### config.mk
export PLATFORM = sky130hd
export DESIGN_NAME = cog_ctr_multi_flat
export DESIGN_NICKNAME = d
export VERILOG_FILES = /design/src/rtl/cog_ctr_multi_if.sv /design/src/rtl/cog_ctr_multi.sv /design/src/flat_wrapper.sv
export SDC_FILE = /design/constraint.sdc
export NUM_CORES = 1
export LEC_CHECK = 0
export CORE_ASPECT_RATIO = 0.75
export CORE_MARGIN = 10
export CORE_UTILIZATION = 50
export CTS_BUF_LIST = sky130_fd_sc_hd__clkbuf_8
export DETAILED_ROUTE_END_ITERATION = 10
export GPL_TIMING_DRIVEN = 0
export PLACE_DENSITY = 0.77
export REMOVE_ABC_BUFFERS = 1
export SYNTH_ARGS = -nofsm -noshare
export SYNTH_HDL_FRONTEND = slang
export SYNTH_SLANG_ARGS = --single-unit
export TNS_END_PERCENT = 5
### constraint.sdc
create_clock -name clk_cog -period 13.86 [get_ports clk_cog]
set_clock_uncertainty 0.2 [all_clocks]
set_input_delay 2.079 -clock clk_cog [delete_from_list [all_inputs] [get_ports clk_cog]]
set_output_delay 2.079 -clock clk_cog [all_outputs]
set_load 0.01 [all_outputs]
### src/rtl/cog_ctr_multi_if.sv
// Bus bundle for the multi-channel cog counter: strobes, pins and results.
// Parameters must match the attached cog_ctr_multi instance.
interface cog_ctr_multi_if #(
    parameter int NCH   = 2,
    parameter int PHS_W = 32,
    parameter int CH_W  = 1
);
    logic                       ena;
    logic [CH_W-1:0]            sel;
    logic                       setctr;
    logic                       setfrq;
    logic                       setphs;
    logic [NCH-1:0]             clr_wrap;
    logic [31:0]                data;
    logic [31:0]                pin_in;
    logic [NCH*(PHS_W+1)-1:0]   phs;
    logic [NCH-1:0]             wrap;
    logic [NCH*PHS_W-1:0]       cap;
    logic [31:0]                pin_out;

    modport master (
        output ena, sel, setctr, setfrq, setphs, clr_wrap, data, pin_in,
        input  phs, wrap, cap, pin_out
    );

    modport slave (
        input  ena, sel, setctr, setfrq, setphs, clr_wrap, data, pin_in,
        output phs, wrap, cap, pin_out
    );
endinterface

### src/rtl/cog_ctr_multi.sv
// NCH-channel cog counter: NCO/duty, pin accumulate and logic modes.
// Optional capture register per channel when CTR_CAPTURE_EN is defined.
module cog_ctr_multi #(
    parameter int NCH   = 2,
    parameter int PHS_W = 32,
    parameter int CH_W  = 1
) (
    input logic              clk_cog,
    input logic              res,
    cog_ctr_multi_if.slave   bus
);
    logic [31:0] chan_out [NCH];

    for (genvar k = 0; k < NCH; k++) begin : g_ch
        logic [31:0]      ctr;
        logic [PHS_W-1:0] frq;
        logic [PHS_W:0]   acc;
        logic [PHS_W:0]   sum;
        logic             a0, a1, b0;
        logic             wrap_r;
        logic             trig, outa, outb, msb;
        logic [4:0]       mode, apin, bpin;
        logic             hit;
        logic             unused_bits;

        assign mode = ctr[30:26];
        assign bpin = ctr[13:9];
        assign apin = ctr[4:0];
        assign hit  = bus.sel == CH_W'(k);
        assign sum  = {1'b0, acc[PHS_W-1:0]} + {1'b0, frq};
        assign unused_bits = ^{ctr[31], ctr[25:14], ctr[8:5]};

        always_comb begin
            trig = 1'b0;
            outa = 1'b0;
            outb = 1'b0;
            msb  = mode[1] ? acc[PHS_W] : acc[PHS_W-1];
            unique case (1'b1)
                mode[4]: trig = mode[{b0, a0}];
                mode[4:3] == 2'b01: begin
                    unique case (mode[2:1])
                        2'b00: trig = a0;
                        2'b10: trig = !a0;
                        2'b01: trig = a0 & !a1;
                        2'b11: trig = !a0 & a1;
                    endcase
                    outb = mode[0] & !a0;
                end
                mode[4:2] == 3'b001: begin
                    trig = 1'b1;
                    outa = msb;
                    outb = mode[0] & !msb;
                end
                default: ;
            endcase
        end

        assign chan_out[k] = (32'(outb) << bpin) | (32'(outa) << apin);

        always_ff @(posedge clk_cog or posedge res) begin
            if (res) begin
                ctr <= '0;
                frq <= '0;
            end else begin
                if (!bus.ena)
                    ctr <= '0;
                else if (bus.setctr && hit)
                    ctr <= bus.data;
                if (bus.setfrq && hit)
                    frq <= bus.data[PHS_W-1:0];
            end
        end

        always_ff @(posedge clk_cog or posedge res) begin
            if (res) begin
                acc    <= '0;
                wrap_r <= 1'b0;
            end else if (bus.setphs && hit) begin
                acc    <= {1'b0, bus.data[PHS_W-1:0]};
                wrap_r <= 1'b0;
            end else begin
                if (trig)
                    acc <= sum;
                // a fresh carry beats a concurrent clear
                if (trig && sum[PHS_W])
                    wrap_r <= 1'b1;
                else if (bus.clr_wrap[k])
                    wrap_r <= 1'b0;
            end
        end

        always_ff @(posedge clk_cog or posedge res) begin
            if (res) begin
                a0 <= 1'b0;
                a1 <= 1'b0;
                b0 <= 1'b0;
            end else if (mode[4:3] != 2'b00) begin
                a0 <= bus.pin_in[apin];
                a1 <= a0;
                b0 <= bus.pin_in[bpin];
            end
        end

        assign bus.phs[k*(PHS_W+1) +: PHS_W+1] = acc;
        assign bus.wrap[k] = wrap_r;

`ifdef CTR_CAPTURE_EN
        logic             b0_prev;
        logic [PHS_W-1:0] cap_r;

        always_ff @(posedge clk_cog or posedge res) begin
            if (res) begin
                b0_prev <= 1'b0;
                cap_r   <= '0;
            end else begin
                if (mode[4:3] != 2'b00)
                    b0_prev <= b0;
                // latches the pre-update value, even under setphs
                if (mode[4:1] == 4'b0101 && b0 && !b0_prev)
                    cap_r <= acc[PHS_W-1:0];
            end
        end

        assign bus.cap[k*PHS_W +: PHS_W] = cap_r;
`else
        assign bus.cap[k*PHS_W +: PHS_W] = '0;
`endif
    end

    always_comb begin
        bus.pin_out = '0;
        for (int k = 0; k < NCH; k++)
            bus.pin_out = bus.pin_out | chan_out[k];
    end
endmodule
### src/flat_wrapper.sv
// flat-port wrapper written by rule: the top's interface ports become plain ports
module cog_ctr_multi_flat 
#(
    parameter int NCH   = 2,
    parameter int PHS_W = 32,
    parameter int CH_W  = 1
)
  (clk_cog, res, bus_ena, bus_sel, bus_setctr, bus_setfrq, bus_setphs, bus_clr_wrap, bus_data, bus_pin_in, bus_phs, bus_wrap, bus_cap, bus_pin_out);
  cog_ctr_multi_if #(.NCH(NCH), .PHS_W(PHS_W), .CH_W(CH_W)) bus_i ();
  input logic clk_cog;
  input logic res;
  input wire logic [$bits(bus_i.ena)-1:0] bus_ena;
  input wire logic [$bits(bus_i.sel)-1:0] bus_sel;
  input wire logic [$bits(bus_i.setctr)-1:0] bus_setctr;
  input wire logic [$bits(bus_i.setfrq)-1:0] bus_setfrq;
  input wire logic [$bits(bus_i.setphs)-1:0] bus_setphs;
  input wire logic [$bits(bus_i.clr_wrap)-1:0] bus_clr_wrap;
  input wire logic [$bits(bus_i.data)-1:0] bus_data;
  input wire logic [$bits(bus_i.pin_in)-1:0] bus_pin_in;
  output wire logic [$bits(bus_i.phs)-1:0] bus_phs;
  output wire logic [$bits(bus_i.wrap)-1:0] bus_wrap;
  output wire logic [$bits(bus_i.cap)-1:0] bus_cap;
  output wire logic [$bits(bus_i.pin_out)-1:0] bus_pin_out;
  assign bus_i.ena = bus_ena;
  assign bus_i.sel = bus_sel;
  assign bus_i.setctr = bus_setctr;
  assign bus_i.setfrq = bus_setfrq;
  assign bus_i.setphs = bus_setphs;
  assign bus_i.clr_wrap = bus_clr_wrap;
  assign bus_i.data = bus_data;
  assign bus_i.pin_in = bus_pin_in;
  assign bus_phs = bus_i.phs;
  assign bus_wrap = bus_i.wrap;
  assign bus_cap = bus_i.cap;
  assign bus_pin_out = bus_i.pin_out;
  cog_ctr_multi #(.NCH(NCH), .PHS_W(PHS_W), .CH_W(CH_W)) u_core (.clk_cog(clk_cog), .res(res), .bus(bus_i));
endmodule
==> results.toml <==
[global_routing]
gr-total-overflow = 0
grt_max_degree = 88
track_usage_pct = 25.0
first_global_vias = 11400
grt_pass1_wl_um = 65600
antenna_found_initial = 0

[floorplanning]
start_util_pct = 51.3
rows = 50
fp.dieH_um = 159
core_um2 = 25200
pin_count = 237
die_w_um = 206
fp.dieArea_um2 = 32800

[cts]
cts_resized = 0
cts_root_buffer = "clkbuf_8"
post-cts-setup-buffers = 0
clkTransAtPathRegs_ns = 0.10
cts_htree_levels = 4
clock_path_buffers = 2
clk_latency_ns = 0.48
cts_hold_buf = 0
cts_tree = "built"
clock-sinks = 168
numCtsBuffers = 17

[finish]
synthToLayoutAreaGrowth_pct = 16.9
layout.nets = 1690
drive_gt1_share_pct = 10.9
fill_cells = 2160
stdcell_area_um2 = 15100
layout_commonest_cell = "nand2_1"
layout_common_cells = "173 x nand2_1, 172 x clkdlybuf4s50_1, 168 x dfrtp_1"

[sta]
period_share_pct = 44.1
slew_headroom_pct = 6.95
max_freq_mhz = 163
maxSlewViolCount = 0
tns_ns = 0
finalSetupViolations = 0
finalCriticalPeriod_ns = 6.12
whs_ns = 0.316
rsz0062_at_grt = "false"
worst_slew_pin_slew_ns = 1.40
report.final.hold_viol_count = 0

[drt]
route.met3.wl_um = 4200
drtIter0Drc = 1255
drc = 0
routed_wl_um = 41900
top_layer = "met4"
route.vias.total = 11800
drt_first_pass_iters = 8
met1_length_um = 18500
postRouteAntennaNets = 0
wl_per_cell_um = 22.0
wl_met2_um = 18800
routed_via_density = 6.22

[setup_path]
worstSetupPathType = "reg -> out"
worstPathCellList = "mux2_2 > and3_1 > a211oi_1 > nor2b_1 > nand2_1 > inv_1 > a222oi_1 > o21ai_0 > clkdlybuf4s50_1"
r2r_start = "u_core.g_ch[0].acc[0]$_DFFE_PP0P_"
worstSetupEndpointType = "primary output"
cp_data_arrival_time_ns = 3.84
startpoint_type = "register"
cp.buffers_inverters = 2
crit_path_start = "u_core.g_ch[1].ctr[27]$_DFFE_PP0P_"
slowest_delay_ns = 0.82
cp_top_family = "compound AO/OA/AOI/OAI gates"
critPathMaxFanout = 5
r2r-end = "u_core.g_ch[0].wrap_r$_DFFE_PP0P_"
reg2reg_depth = 10
reg2reg_slack_ns = 10.27
worstPathRequired_ns = 11.58
critPathSlowestCell = "a211oi_1"

[min_path]
min_from = "u_core.g_ch[0].frq[9]$_DFFE_PP0P_"
hold_path_end = "u_core.g_ch[0].frq[9]$_DFFE_PP0P_"
worstHoldPathCells = 1
hp-class = "reg -> reg"

[placed_design]
postPlaceCellArea_um2 = 14700
place_congestion = 0.961
port_buffers = 172
dp_hpwl_um = 31900

[synth]
syn-cell-area_um2 = 12900
synth_edf_count = 0
seq_area_frac_synth_pct = 32.5
syn_avg_cell_area_um2 = 9.02
ys_seq_elements = 168
ys_warn_count = 0
ys.flop_type = "dfrtp_1"
async_flop_share_pct = 100
synth_cell_types = 74
postSynthCellCount = 1435

[power_and_ir_drop]
ir_worst_vdd_v = 0.0000859
power.leakage_nw = 6.09
p_per_area_nw_per_um2 = 145

[run_status]
outcome = "finished, final reports clean"

[job]
maxCapViolCount = 0
-- registers in the layout, summed over array words and instances, names as in the netlist --
name,flops
u_core.g_ch.a0,2
u_core.g_ch.a1,2
u_core.g_ch.acc,66
u_core.g_ch.b0,2
u_core.g_ch.ctr,30
u_core.g_ch.frq,64
u_core.g_ch.wrap_r,2
-- synth_stat cells (7+ instances only) --
cell	count	area share (%)
a211oi_1	9	0.52
a21boi_0	30	1.7
a21o_1	28	1.6
a21oi_1	113	4.4
a222oi_1	13	1.0
a22oi_1	7	0.41
a31oi_1	30	1.5
and2_1	13	0.63
and3_1	20	0.97
buf_1	10	0.29
buf_2	12	0.46
buf_4	66	3.8
clkbuf_1	56	1.6
dfrtp_1	168	32
ha_1	64	6.2
inv_1	19	0.55
mux2_2	71	6.2
mux2i_1	10	0.77
mux4_2	40	7.0
nand2_1	175	5.1
nand2b_1	17	0.82
nand3_1	26	1.0
nand4_1	10	0.48
nor2_1	100	2.9
nor2b_1	21	1.0
nor3_1	29	1.1
nor3b_1	8	0.46
nor4_1	7	0.34
o21a_1	11	0.64
o21ai_0	86	3.3
o21bai_1	13	0.75
o22ai_1	8	0.39
o31ai_1	8	0.46
or3_1	13	0.63
xnor2_1	26	1.8
xor2_1	18	1.2
-- cells by family (layout without fill, tap and decap cells) --
family,Yosys count,count (layout),synth area share (%)
AOI/OAI and AO/OA,410,410,20.5
other,1,65,0.0290
and+or+nand+nor,460,460,16.8
DFF,168,168,32.5
xor gates and xnor gates,44,44,2.98
adders and majority gates,66,66,6.50
buffers and inverters,165,231,6.84
muxes,121,121,13.9
-- how the worst max path moves through the flow --
stage,end,slack [ns],cells past startpoint
floorplan,u_core.g_ch[0].a0$_DFFE_PP0P_,7.03,1
global placement,u_core.g_ch[0].frq[18]$_DFFE_PP0P_,4.69,2
detailed placement,bus_pin_out[2],8.37,8
CTS,bus_pin_out[2],7.83,8
global route,bus_pin_out[24],7.48,7
finish,bus_pin_out[0],7.74,9
-- power breakdown --
part           internal, W  switching [W]  total (W)
logic             0.000519       0.000613    0.00113
registers         0.000586       0.000103   0.000689
clock network     0.000170       0.000204   0.000374
-- cell type report --
cell class / instances / area [um2] / area share (%)
clock inverter: 14 / 163 / 1.07
sequential: 168 / 4200 / 27.8
antenna: 1 / 2.50 / 0.0165
tap: 338 / 423 / 2.79
clock buffer: 18 / 248 / 1.64
inverter: 19 / 78.8 / 0.521
timing repair buffer: 180 / 1890 / 12.5
multi-input combinational: 1165 / 8120 / 53.7
-- layer usage --
| metal | GRT usage [%] | up-vias |
|---|---|---|
| li1 | - | 5410 |
| met1 | 35.4 | 5810 |
| met2 | 37.0 | 583 |
| met3 | 6.78 | 38 |
| met4 | 5.79 | 0 |
| met5 | 0 | - |
-- per-stage QoR --
step,setup slack [ns],util [%],cells,power [W]
finish,7.74,60.0,1903,0.00219
global route,7.48,60.0,1902,0.00235
CTS,7.83,60.0,1902,0.00219
detailed placement,8.37,58.4,1870,0.00180
global placement,4.69,57.5,1862,0.00178
floorplan,7.03,-,1352,0.00143
Note: power is estimated with default switching activity, not from simulation.
